**src/rtl/feature_quant_packer.sv**
```systemverilog
// Quantizes a serial stream of signed feature words to 2-bit codes against
// programmable per-feature thresholds and packs one sample into a held output vector.
module feature_quant_packer #(
  parameter int NUM_FEATURES = 8,
  parameter int IN_WIDTH     = 16,
  parameter int CNT_W        = $clog2(NUM_FEATURES)
) (
  input  logic                      clk,
  input  logic                      rst,
  input  logic [IN_WIDTH-1:0]       in_data,
  input  logic                      in_valid,
  input  logic                      in_last,
  output logic                      in_ready,
  input  logic                      cfg_we,
  input  logic [CNT_W+1:0]          cfg_addr,
  input  logic [IN_WIDTH-1:0]       cfg_data,
  output logic [2*NUM_FEATURES-1:0] out_data,
  output logic                      out_valid,
  input  logic                      out_ready,
  output logic                      frame_err
);

  localparam int OUT_W = 2 * NUM_FEATURES;
  localparam logic [CNT_W-1:0] LAST_IDX = CNT_W'(NUM_FEATURES - 1);

  logic signed [IN_WIDTH-1:0] thr_q [NUM_FEATURES][3];
  logic signed [IN_WIDTH-1:0] thr_d [NUM_FEATURES][3];
  logic [CNT_W-1:0]           cnt_q, cnt_d;
  logic [OUT_W-1:0]           pack_q, pack_d;
  logic [OUT_W-1:0]           out_data_q, out_data_d;
  logic                       out_valid_q, out_valid_d;
  logic                       frame_err_q, frame_err_d;

  logic signed [IN_WIDTH-1:0] x_s;
  logic [1:0]                 code_s;
  logic [OUT_W-1:0]           pack_cur_s;
  logic                       last_slot_s;
  logic                       accept_s;
  logic                       bad_frame_s;

  assign x_s         = $signed(in_data);
  assign last_slot_s = (cnt_q == LAST_IDX);
  assign in_ready    = !(last_slot_s && out_valid_q && !out_ready);
  assign accept_s    = in_valid && in_ready;
  assign bad_frame_s = accept_s && (in_last != last_slot_s);

  // Threshold table update; index 3 is a hole in the address map.
  always_comb begin
    thr_d = thr_q;
    if (cfg_we && (cfg_addr[1:0] != 2'd3)) begin
      thr_d[cfg_addr[CNT_W+1:2]][cfg_addr[1:0]] = $signed(cfg_data);
    end else begin
      thr_d = thr_q;
    end
  end

  // Quantize against the current feature's thresholds; first matching rule wins.
  always_comb begin
    code_s = 2'b11;
    if (x_s < thr_q[cnt_q][0]) begin
      code_s = 2'b00;
    end else if (x_s < thr_q[cnt_q][1]) begin
      code_s = 2'b01;
    end else if (x_s < thr_q[cnt_q][2]) begin
      code_s = 2'b10;
    end else begin
      code_s = 2'b11;
    end
  end

  // Pack vector with the incoming code merged into slot cnt.
  always_comb begin
    pack_cur_s = pack_q;
    for (int i = 0; i < NUM_FEATURES; i++) begin
      if (CNT_W'(i) == cnt_q) begin
        pack_cur_s[2*i +: 2] = code_s;
      end else begin
        pack_cur_s[2*i +: 2] = pack_q[2*i +: 2];
      end
    end
  end

  // Counter, packing, framing and output-buffer next state.
  always_comb begin
    cnt_d       = cnt_q;
    pack_d      = pack_q;
    out_data_d  = out_data_q;
    out_valid_d = out_valid_q;
    frame_err_d = frame_err_q | bad_frame_s;
    if (out_valid_q && out_ready) begin
      out_valid_d = 1'b0;
    end else begin
      out_valid_d = out_valid_q;
    end
    if (accept_s) begin
      if (bad_frame_s) begin
        cnt_d  = '0;
        pack_d = '0;
      end else if (last_slot_s) begin
        // A completing vector overrides the pop so back-to-back has no bubble.
        cnt_d       = '0;
        pack_d      = '0;
        out_data_d  = pack_cur_s;
        out_valid_d = 1'b1;
      end else begin
        cnt_d  = cnt_q + CNT_W'(1);
        pack_d = pack_cur_s;
      end
    end else begin
      cnt_d  = cnt_q;
      pack_d = pack_q;
    end
  end

  // State registers with synchronous reset.
  always_ff @(posedge clk) begin
    if (rst) begin
      for (int f = 0; f < NUM_FEATURES; f++) begin
        for (int t = 0; t < 3; t++) begin
          thr_q[f][t] <= '0;
        end
      end
      cnt_q       <= '0;
      pack_q      <= '0;
      out_data_q  <= '0;
      out_valid_q <= 1'b0;
      frame_err_q <= 1'b0;
    end else begin
      thr_q       <= thr_d;
      cnt_q       <= cnt_d;
      pack_q      <= pack_d;
      out_data_q  <= out_data_d;
      out_valid_q <= out_valid_d;
      frame_err_q <= frame_err_d;
    end
  end

  assign out_data  = out_data_q;
  assign out_valid = out_valid_q;
  assign frame_err = frame_err_q;

endmodule

```
**config.mk**
```make
export PLATFORM = sky130hd
export DESIGN_NAME = feature_quant_packer
export DESIGN_NICKNAME = d
export VERILOG_FILES = /design/src/rtl/feature_quant_packer.sv
export SDC_FILE = /design/constraint.sdc
export NUM_CORES = 1
export LEC_CHECK = 0
export ABC_AREA = 1
export CORE_MARGIN = 5
export CORE_UTILIZATION = 66
export DETAILED_ROUTE_END_ITERATION = 6
export PLACE_DENSITY = 0.85
export SETUP_SLACK_MARGIN = 0.2
export SYNTH_ARGS = -nofsm -noshare
export SYNTH_HDL_FRONTEND = slang
export SYNTH_SLANG_ARGS = --single-unit
export TNS_END_PERCENT = 30
```
**constraint.sdc**
```tcl
create_clock -name clk -period 5.51 [get_ports clk]
set_input_delay 1.102 -clock clk [delete_from_list [all_inputs] [get_ports clk]]
set_output_delay 1.102 -clock clk [all_outputs]
set_load 0.03 [all_outputs]
```
Word-level counts from Yosys, hierarchy flattened
Index checks and enable logic that the tools add are counted.

Register bits after elaboration: 421. Bits of input ports: 43. Output and inout bits: 19.

Add/subtract/negate cells: 1. Order comparisons: 8. Eq/ne operators: 10. Multiplexer cells: 27. Bitwise operators: 5. Reductions and logical operators: 12.

Operators by type and width (count): $bwmux 384 (1); $bmux 48 s3 (1); $demux 48 s3 (1); $mux 48 (3); $lt 16x16->1 (3); $mux 16 (3); $demux 16 s2 (1); $mux 2 (10); $eq 3x3->1 const A (4); $ge 4x4->1 const B (2); $logic_and 1x1->1 (8); $not 3->4 (2); $eq 2x3->1 const A (2); $mux 3 (2); $mux 1 (5); $lt 4x1->1 const B (1); $add 3x1->3 const B (1); $eq 1x3->1 const A (1); $eq 3x3->1 const B (1); $ge 3x3->1 const B (1); $logic_not 3->1 (1); $lt 3x1->1 const B (1); $not 2->3 (1); $reduce_and 3->1 (1); 5 further kinds (6).

Logic depth before layout (Yosys ltp)
Gate-level depths: netlist of run 1.

Depth in word-level cells: 11. Gate-level depth with buffers: 26. Depth with buffers taken out: 23.

Worst setup path after synthesis of run 1
Ideal clock, no wire load.

Path type: reg-to-reg. From: register cnt_q[0]. To: register out_data_q[7], in the netlist out_data[7]. Arrival time: 3297 ps. Path slack: 2158 ps. Cell stages (with the launch flop): 21. Path buffers: 5. Period minus slack after synthesis: 3352 ps. Cell sequence: dfxtp_1 buf_6 buf_6 clkbuf_1 clkbuf_1 clkbuf_1 nor2_1 o221ai_1 o21ai_0 ha_1 a21oi_1 nand3b_1 a21oi_1 a2111oi_0 nand3b_1 nand2_2 nand2_4 nand2_1 nand2_1 a21o_1 inv_1.

Cells in the longest elaborated chain, start to end: 8. Elaborated cells between the ends (all ways): 19.

Ends and longest elaborated chain: from (decl) (RTL line 28) `logic [CNT_W-1:0] cnt_q, cnt_d;`; from (signal assigned) (RTL line 130) `cnt_q <= cnt_d;`; $not 3->4 (implied by the code) / $eq 3x3->1 (equally long branches) (RTL line 60, 62, 42); $bmux 48 s3 / $logic_and 1x1->1 (equally long branches) (RTL line 60, 62, 43); $mux 48 / $logic_and 1x1->1 (equally long branches); $mux 48 / $logic_not 1->1 (equally long branches); $lt 16x16->1 / $logic_and 1x1->1 (equally long branches) (RTL line 62, 44); $mux 2 / $logic_and 1x1->1 (equally long branches) (RTL line 62, 45); $mux 2 / $not 1->1 (equally long branches); $mux 2 / $reduce_and 3->1 (equally long branches); to (signal assigned) (RTL line 132) `out_data_q <= out_data_d;`; to (decl) (RTL line 30) `logic [OUT_W-1:0] out_data_q, out_data_d;`.

Several ways; a longest one is shown, not always the timed one. The select of a mux whose other input is x is not followed. A chain may end at the register's enable or synchronous reset.

Final worst setup path of run 1
From: register cnt_q[1]. To: output in_ready.

Cells in the longest elaborated chain, start to end: 4.

Ends and longest elaborated chain: $eq 3x3->1 (RTL line 42) `assign last_slot_s = (cnt_q == LAST_IDX);`; $logic_and 1x1->1 (2 in a row) (RTL line 43) `assign in_ready = !(last_slot_s && out_valid_q && !out_ready);`; $logic_not 1->1 (RTL line 43); to (decl) (RTL line 13) `output logic in_ready,`.

No other way between the ends.

==> results of run 1 <==
-- power breakdown --
part | internal, mW | switching [mW]
clock network | 1.79 | 1.20
registers | 3.07 | 0.0280
logic | 0.207 | 0.470
total | 5.07 | 1.70
-- Yosys cell counts, drive strengths merged (2+ instances only) --
cell type,instances
nor2,969
o21ai,625
dfxtp,419
clkbuf,189
nand2,145
inv,77
ha,51
a21oi,48
o221ai,45
o22ai,45
nand3,31
buf,15
or2,15
clkinv,12
nor3,12
o21a,8
a21o,7
a211oi,4
nand4,4
nand3b,2
-- layout make-up --
type                       instances  area share, %
multi-input combinational       2015           44.7
sequential                       419           39.9
clock buffer                      65           6.12
timing repair buffer             102           4.60
tap                              384           2.28
inverter                          89           1.63
clock inverter                    10          0.743
-- registers in the layout, indices dropped and copies added (netlist names) --
register,cells
cnt_q,3
frame_err,1
out_data,16
out_valid,1
pack_q,14
thr_q,384
-- worst paths after layout --
kind	slack (ns)	from	to	cells past startpoint
min	0.46	thr_q[320]	thr_q[320]	2
max	1.39	cnt_q[1]	in_ready	5
max reg2reg	1.52	cnt_q[1]	out_data[2]	18
min reg2reg	0.46	thr_q[320]	thr_q[320]	2
-- through the flow --
step,util (%),hold slack [ns]
detailed placement,68.9,0.446
global route,73.9,0.472
finish,73.9,0.458
global placement,68.9,0.435
floorplan,-,0.424
CTS,73.9,0.457
-- per-layer routing --
| metal | vias to the layer above | global-route usage, % | part of all wire (%) |
|---|---|---|---|
| met5 | - | 0 | 0 |
| met4 | 0 | 20.1 | 6.4 |
| met3 | 274 | 7.23 | 12 |
| met2 | 1280 | 57.4 | 45 |
| met1 | 8908 | 46.2 | 37 |
| li1 | 8874 | - | - |
-- kinds of logic (layout without fill, tap and decap cells) --
family / count (synthesis) / count (layout) / synth area share, %
DFF: 419 / 419 / 44.3
AOI/OAI and AO/OA: 785 / 785 / 22.3
adders and majority gates: 51 / 51 / 3.37
and+or+nand+nor: 1179 / 1179 / 24.1
buffers and inverters: 293 / 266 / 5.91
-- critical path, delay by kind of cell, from the launching register on --
family / cells / cell delay, ns
buffers and inverters: 2 / 1.46
flip-flops: 1 / 0.33
adder cells (fa/ha/maj): 2 / 0.58
AND/OR/NAND/NOR: 1 / 0.09
==> metrics, run 1 <==
run status finished, violations left; failing checks DRC; leakage power between 9 and 10 nW; initial antenna violation count 0; Die Span Y 179 um; Worst Slack Setup Final 1.39 ns; Max Buffers Root-to-Sink 3; commonest non-fill, non-tap cell in the layout nor2_1; clock latency at the later pin of the worst-skew pair 0.54 ns; Reg area 8400 um2; post-synth top area share about 44%; Slew @ Worst Pin 1.39 ns; CTS root buf clkbuf_16; Tcrit/Tclk final between 70 and 80%; Mapped Cells 2727; dpl cells 3009; total number of vias 19300; CTS Hold Buffers Added 0; overall power 6.77 mW; CP arrival roughly 3.0 ns; nets@finish 2764; crit end category primary output; Post-synth EDFFs 0; H-tree depth 2; Fin Setup TNS 0 ns; final setup skew 0.0124 ns; standard-cell rows 62; max-slew violations 0; Async S/R FF share, synth 0%; Total GRT Usage roughly 36%; CTS Buf Count between 40 and 50; Seq/Total Area, Yosys 44.3%; first-pass GRT wire length 93600 um; required time of the critical path 4.41 ns; Ys Warns 0; dpl cell area 19600 um2; first-pass detailed-route iteration total 7; critical path fanouts, max 96; Finished Layout Cells 3084; Hold Path Class register to register; Fin. Hold Viols 0; Setup CP Type register to primary output; Sink Count ~420; Initial Utilization 66.4%; DP Wirelength 35200 um; Setup WS pre-CTS 1.37 ns; Residual DRC 8; clock slew at reported path FFs 0.06 ns; Cell Pwr Density 322 nW/um2; GPL Wtd Cong 0.873; minimum clock period 4.12 ns; syn_nets 2821; IO Pins 62; core area 28500 um2; max_slew headroom 6.89%; Achievable Freq 243 MHz; DR iter-0 viols 2872; CTS resizes 0; most frequent cells in the layout 968 x nor2_1, 624 x o21ai_0, 416 x dfxtp_1; register bit count reported by yosys 419; ANT nets after route 0; share of layout cells above drive strength 1 4.96%; Final Cell Area 21000 um2; CP max stage delay around 0.86 ns; number of global-route vias before repair about 18000; synth unique cells 30; top cells by area, synth dfxtp_1 44%, nor2_1 19%, o21ai_0 17%; CP max-delay cell buf_4; overflow left after global routing 0; RSZ-0062 raised after global routing no; Layout area overhead 11.3%; number of max-cap violations 0; Setup Fix Bufs, Post-CTS 0; endpoints failing setup 0; nature of the critical path startpoint register; Avg Cell Area, Syn 6.94 um2; cell area after synthesis about 19000 um2; leading area contributor after synthesis dfxtp_1; Main synth FF type dfxtp_1; Worst VDD drop 0.000307 V; fillers 2173; DRT Wirelength 59400 um; CTS tree built; CP Cell Sequence buf_4 -> ha_1 -> ha_1 -> nand2_1 -> clkdlybuf4s50_1; routed len/inst around 19 um; DIE WIDTH 179 um; Crit path top cell by count ha_1; full die area 32100 um2; number of diodes 0; largest net degree at the start of global routing ~200; Vias/cell 6.27; port bufs 61; area of the multi-input gates 9410 um2
Note: power is estimated with default switching activity, not from simulation.
==> run 2, diff against run 1 <==
--- a/config.mk
+++ b/config.mk
@@ -7,9 +7,9 @@
 export LEC_CHECK = 0
 export ABC_AREA = 1
 export CORE_MARGIN = 5
-export CORE_UTILIZATION = 66
+export CORE_UTILIZATION = 55
 export DETAILED_ROUTE_END_ITERATION = 6
-export PLACE_DENSITY = 0.85
+export PLACE_DENSITY = 0.76
 export SETUP_SLACK_MARGIN = 0.2
 export SYNTH_ARGS = -nofsm -noshare
 export SYNTH_HDL_FRONTEND = slang
==> constraint.sdc (replaced) <==
create_clock -name clk -period 3.43 [get_ports clk]
set_input_delay 0.686 -clock clk [delete_from_list [all_inputs] [get_ports clk]]
set_output_delay 0.686 -clock clk [all_outputs]
set_load 0.03 [all_outputs]
==> metrics, run 2 (synthesis results as in run 1) <==
run status finished, final reports clean (was finished, violations left); DP Wirelength 37200 um (was 35200 um); clock slew at reported path FFs 0.06 ns (about the same); Fin. Hold Viols 0 (unchanged); Layout area overhead 16.6% (was 11.3%); Die Span Y 195 um (was 179 um); most frequent cells in the layout 967 x nor2_1, 607 x o21ai_0, 416 x dfxtp_1 (was 968 x nor2_1, 624 x o21ai_0, 416 x dfxtp_1); crit end category primary output (unchanged); Residual DRC 0 (was 8); CP max-delay cell dlygate4sd2_1 (was buf_4); CP arrival 2.46 ns (was 3.01 ns); Crit path top cell by count ha_1 (unchanged); full die area 38200 um2 (was 32100 um2); Sink Count 419 (unchanged); Hold Path Class register to register (unchanged); commonest non-fill, non-tap cell in the layout nor2_1 (unchanged); Net Switching 2.89 mW (was 1.70 mW); Total GRT Usage 31.0% (was 36.1%); initial antenna violation count 0 (unchanged); DIE WIDTH 195 um (was 179 um); CTS root buf clkbuf_16 (unchanged); Reg2Reg Setup Slack 0.29 ns (was 1.52 ns); endpoints failing setup 0 (unchanged); number of max-cap violations 0 (unchanged); port bufs 61 (unchanged); share of layout cells above drive strength 1 7.47% (was 4.96%); GPL Wtd Cong 0.916 (was 0.873); final setup skew 0.0106 ns (was 0.0124 ns); clock power share 42.7% (was 44.3%); Worst VDD drop 0.000379 V (was 0.000307 V); number of global-route vias before repair 17900 (about the same); Seq pwr share 45.4% (was 45.7%); routed len/inst 20.8 um (was 19.2 um); Fin Setup TNS 0 ns (unchanged); H-tree depth 2 (unchanged); nets@finish 2822 (was 2764); number of diodes 0 (unchanged); nature of the critical path startpoint register (unchanged); Achievable Freq 318 MHz; clock latency at the later pin of the worst-skew pair 0.55 ns (was 0.54 ns); fillers 2841 (was 2173); CP Cell Sequence buf_12 -> buf_16 -> clkbuf_16 -> ha_1 -> ha_1 -> nand2_1 -> dlygate4sd2_1 (was buf_4 -> ha_1 -> ha_1 -> nand2_1 -> clkdlybuf4s50_1); max-slew violations 0 (unchanged); overflow left after global routing 0 (unchanged); RSZ-0062 raised after global routing yes (was no); Max Buffers Root-to-Sink 3 (unchanged); Cell Pwr Density 496 nW/um2 (was 322 nW/um2); minimum clock period 3.14 ns; DRT Wirelength 66800 um (was 59400 um); first-pass GRT wire length 97300 um (was 93600 um); DR iter-0 viols 3038 (was 2872); CTS tree built (unchanged); required time of the critical path 2.74 ns (was 4.41 ns); register bank with the most flops thr_q (unchanged); standard-cell rows 68 (was 62); post-layout util 64.3% (was 73.9%); Reg area 8400 um2 (about the same); critical path fanouts, max 17 (was 96); Sw Share 26.4% (was 25.1%); area of the multi-input gates 9520 um2 (was 9410 um2); Vias/cell 6.20 (was 6.27); ANT nets after route 0 (unchanged); Setup CP Type register to primary output (unchanged); combinational power share 11.9% (was 10.0%); Initial Utilization 55.2% (was 66.4%); max_slew headroom 37.3% (was 6.89%); CTS Hold Buffers Added 0 (unchanged); internal power 8.05 mW (was 5.07 mW); total number of vias 19900 (was 19300); max FFs per register 384 (unchanged); first-pass detailed-route iteration total 7 (unchanged); Slew @ Worst Pin 0.937 ns (was 1.39 ns); Tcrit/Tclk final between 90% and 100%; leakage power 9.56 nW (was 9.15 nW); CTS Buf Count 45 (was 43); IO Pins 62 (unchanged); core area 34300 um2 (was 28500 um2); largest net degree at the start of global routing 114 (was 201); CP max stage delay 0.40 ns (was 0.86 ns)
## run 2: cell count changes in the layout (fill, tap and decap cells not counted), moves of 4 or more
cell / previous run / this run
buf_4: 37 / 60
o21ai_0: 624 / 607
clkbuf_16: 43 / 57
o21ai_1: 1 / 15
o221ai_1: 45 / 36
o221ai_2: 0 / 9
clkbuf_8: 13 / 5
buf_6: 0 / 6
clkinv_2: 4 / 10
buf_12: 4 / 9
buf_16: 0 / 5
buf_8: 0 / 4
clkbuf_1: 9 / 13
## run 2: area by class of cell
cell class / instances / area share, %
multi-input combinational: 2015 / 43.2
sequential: 419 / 38.1
timing repair buffer: 155 / 7.96
clock buffer: 65 / 5.86
tap: 455 / 2.58
inverter: 89 / 1.72
clock inverter: 13 / 0.437
timing repair inverter: 3 / 0.187
## run 2: layer usage
metal  up-vias  global-route usage, %  wire (um)
met5         -                      0          0
met4         0                   13.1       3470
met3       232                   5.14       8310
met2      1421                   48.4      28700
met1      9245                   42.6      26300
li1       9017                      -          -
## run 2: power by group through the flow
stage          clock network (mW)  logic (mW)  registers [mW]
2_1_floorplan                   0       0.693            5.06
3_3_place_gp                    0        1.07            5.07
3_5_place_dp                    0        1.10            5.07
4_1_cts                      4.67        1.11            4.97
5_1_grt                      4.88        1.38            4.97
6_report                     4.67        1.30            4.97
## run 2: final timing paths
check / from / to / depth (start not counted)
worst max-delay path: cnt_q[0] / in_ready / 7
worst min-delay path: thr_q[160] / thr_q[160] / 2
worst max register to register: cnt_q[0] / out_data[3] / 19
worst min register to register: thr_q[160] / thr_q[160] / 2
## run 2: through the flow
step	instance area [um2]	worst slack (ns)	total power, mW	instances	hold WS (ns)
after detailed placement	20000	0.0512	6.17	3111	0.445
after global placement	20000	0.0920	6.14	3111	0.437
after CTS	21400	0.202	10.7	3189	0.454
after floorplan	18900	0.236	5.75	2727	0.424
after global routing	22100	0.144	11.2	3214	0.465
final	22100	0.286	10.9	3214	0.452
## run 2: what timing repair did
item	CTS	global route
gates resized for setup	3	65
pin swaps	0	11
hold endpoints to repair	0	0
cloned	0	16
setup endpoints to repair	29	31
buffers inserted	0	9
## run 2: worst max-delay path, delay by kind of cell, from the launching register on
family        cells  cell delay, ns
fa+ha+maj         2            0.47
buf+inv           4            0.93
simple gates      1            0.11
flops             1            0.38
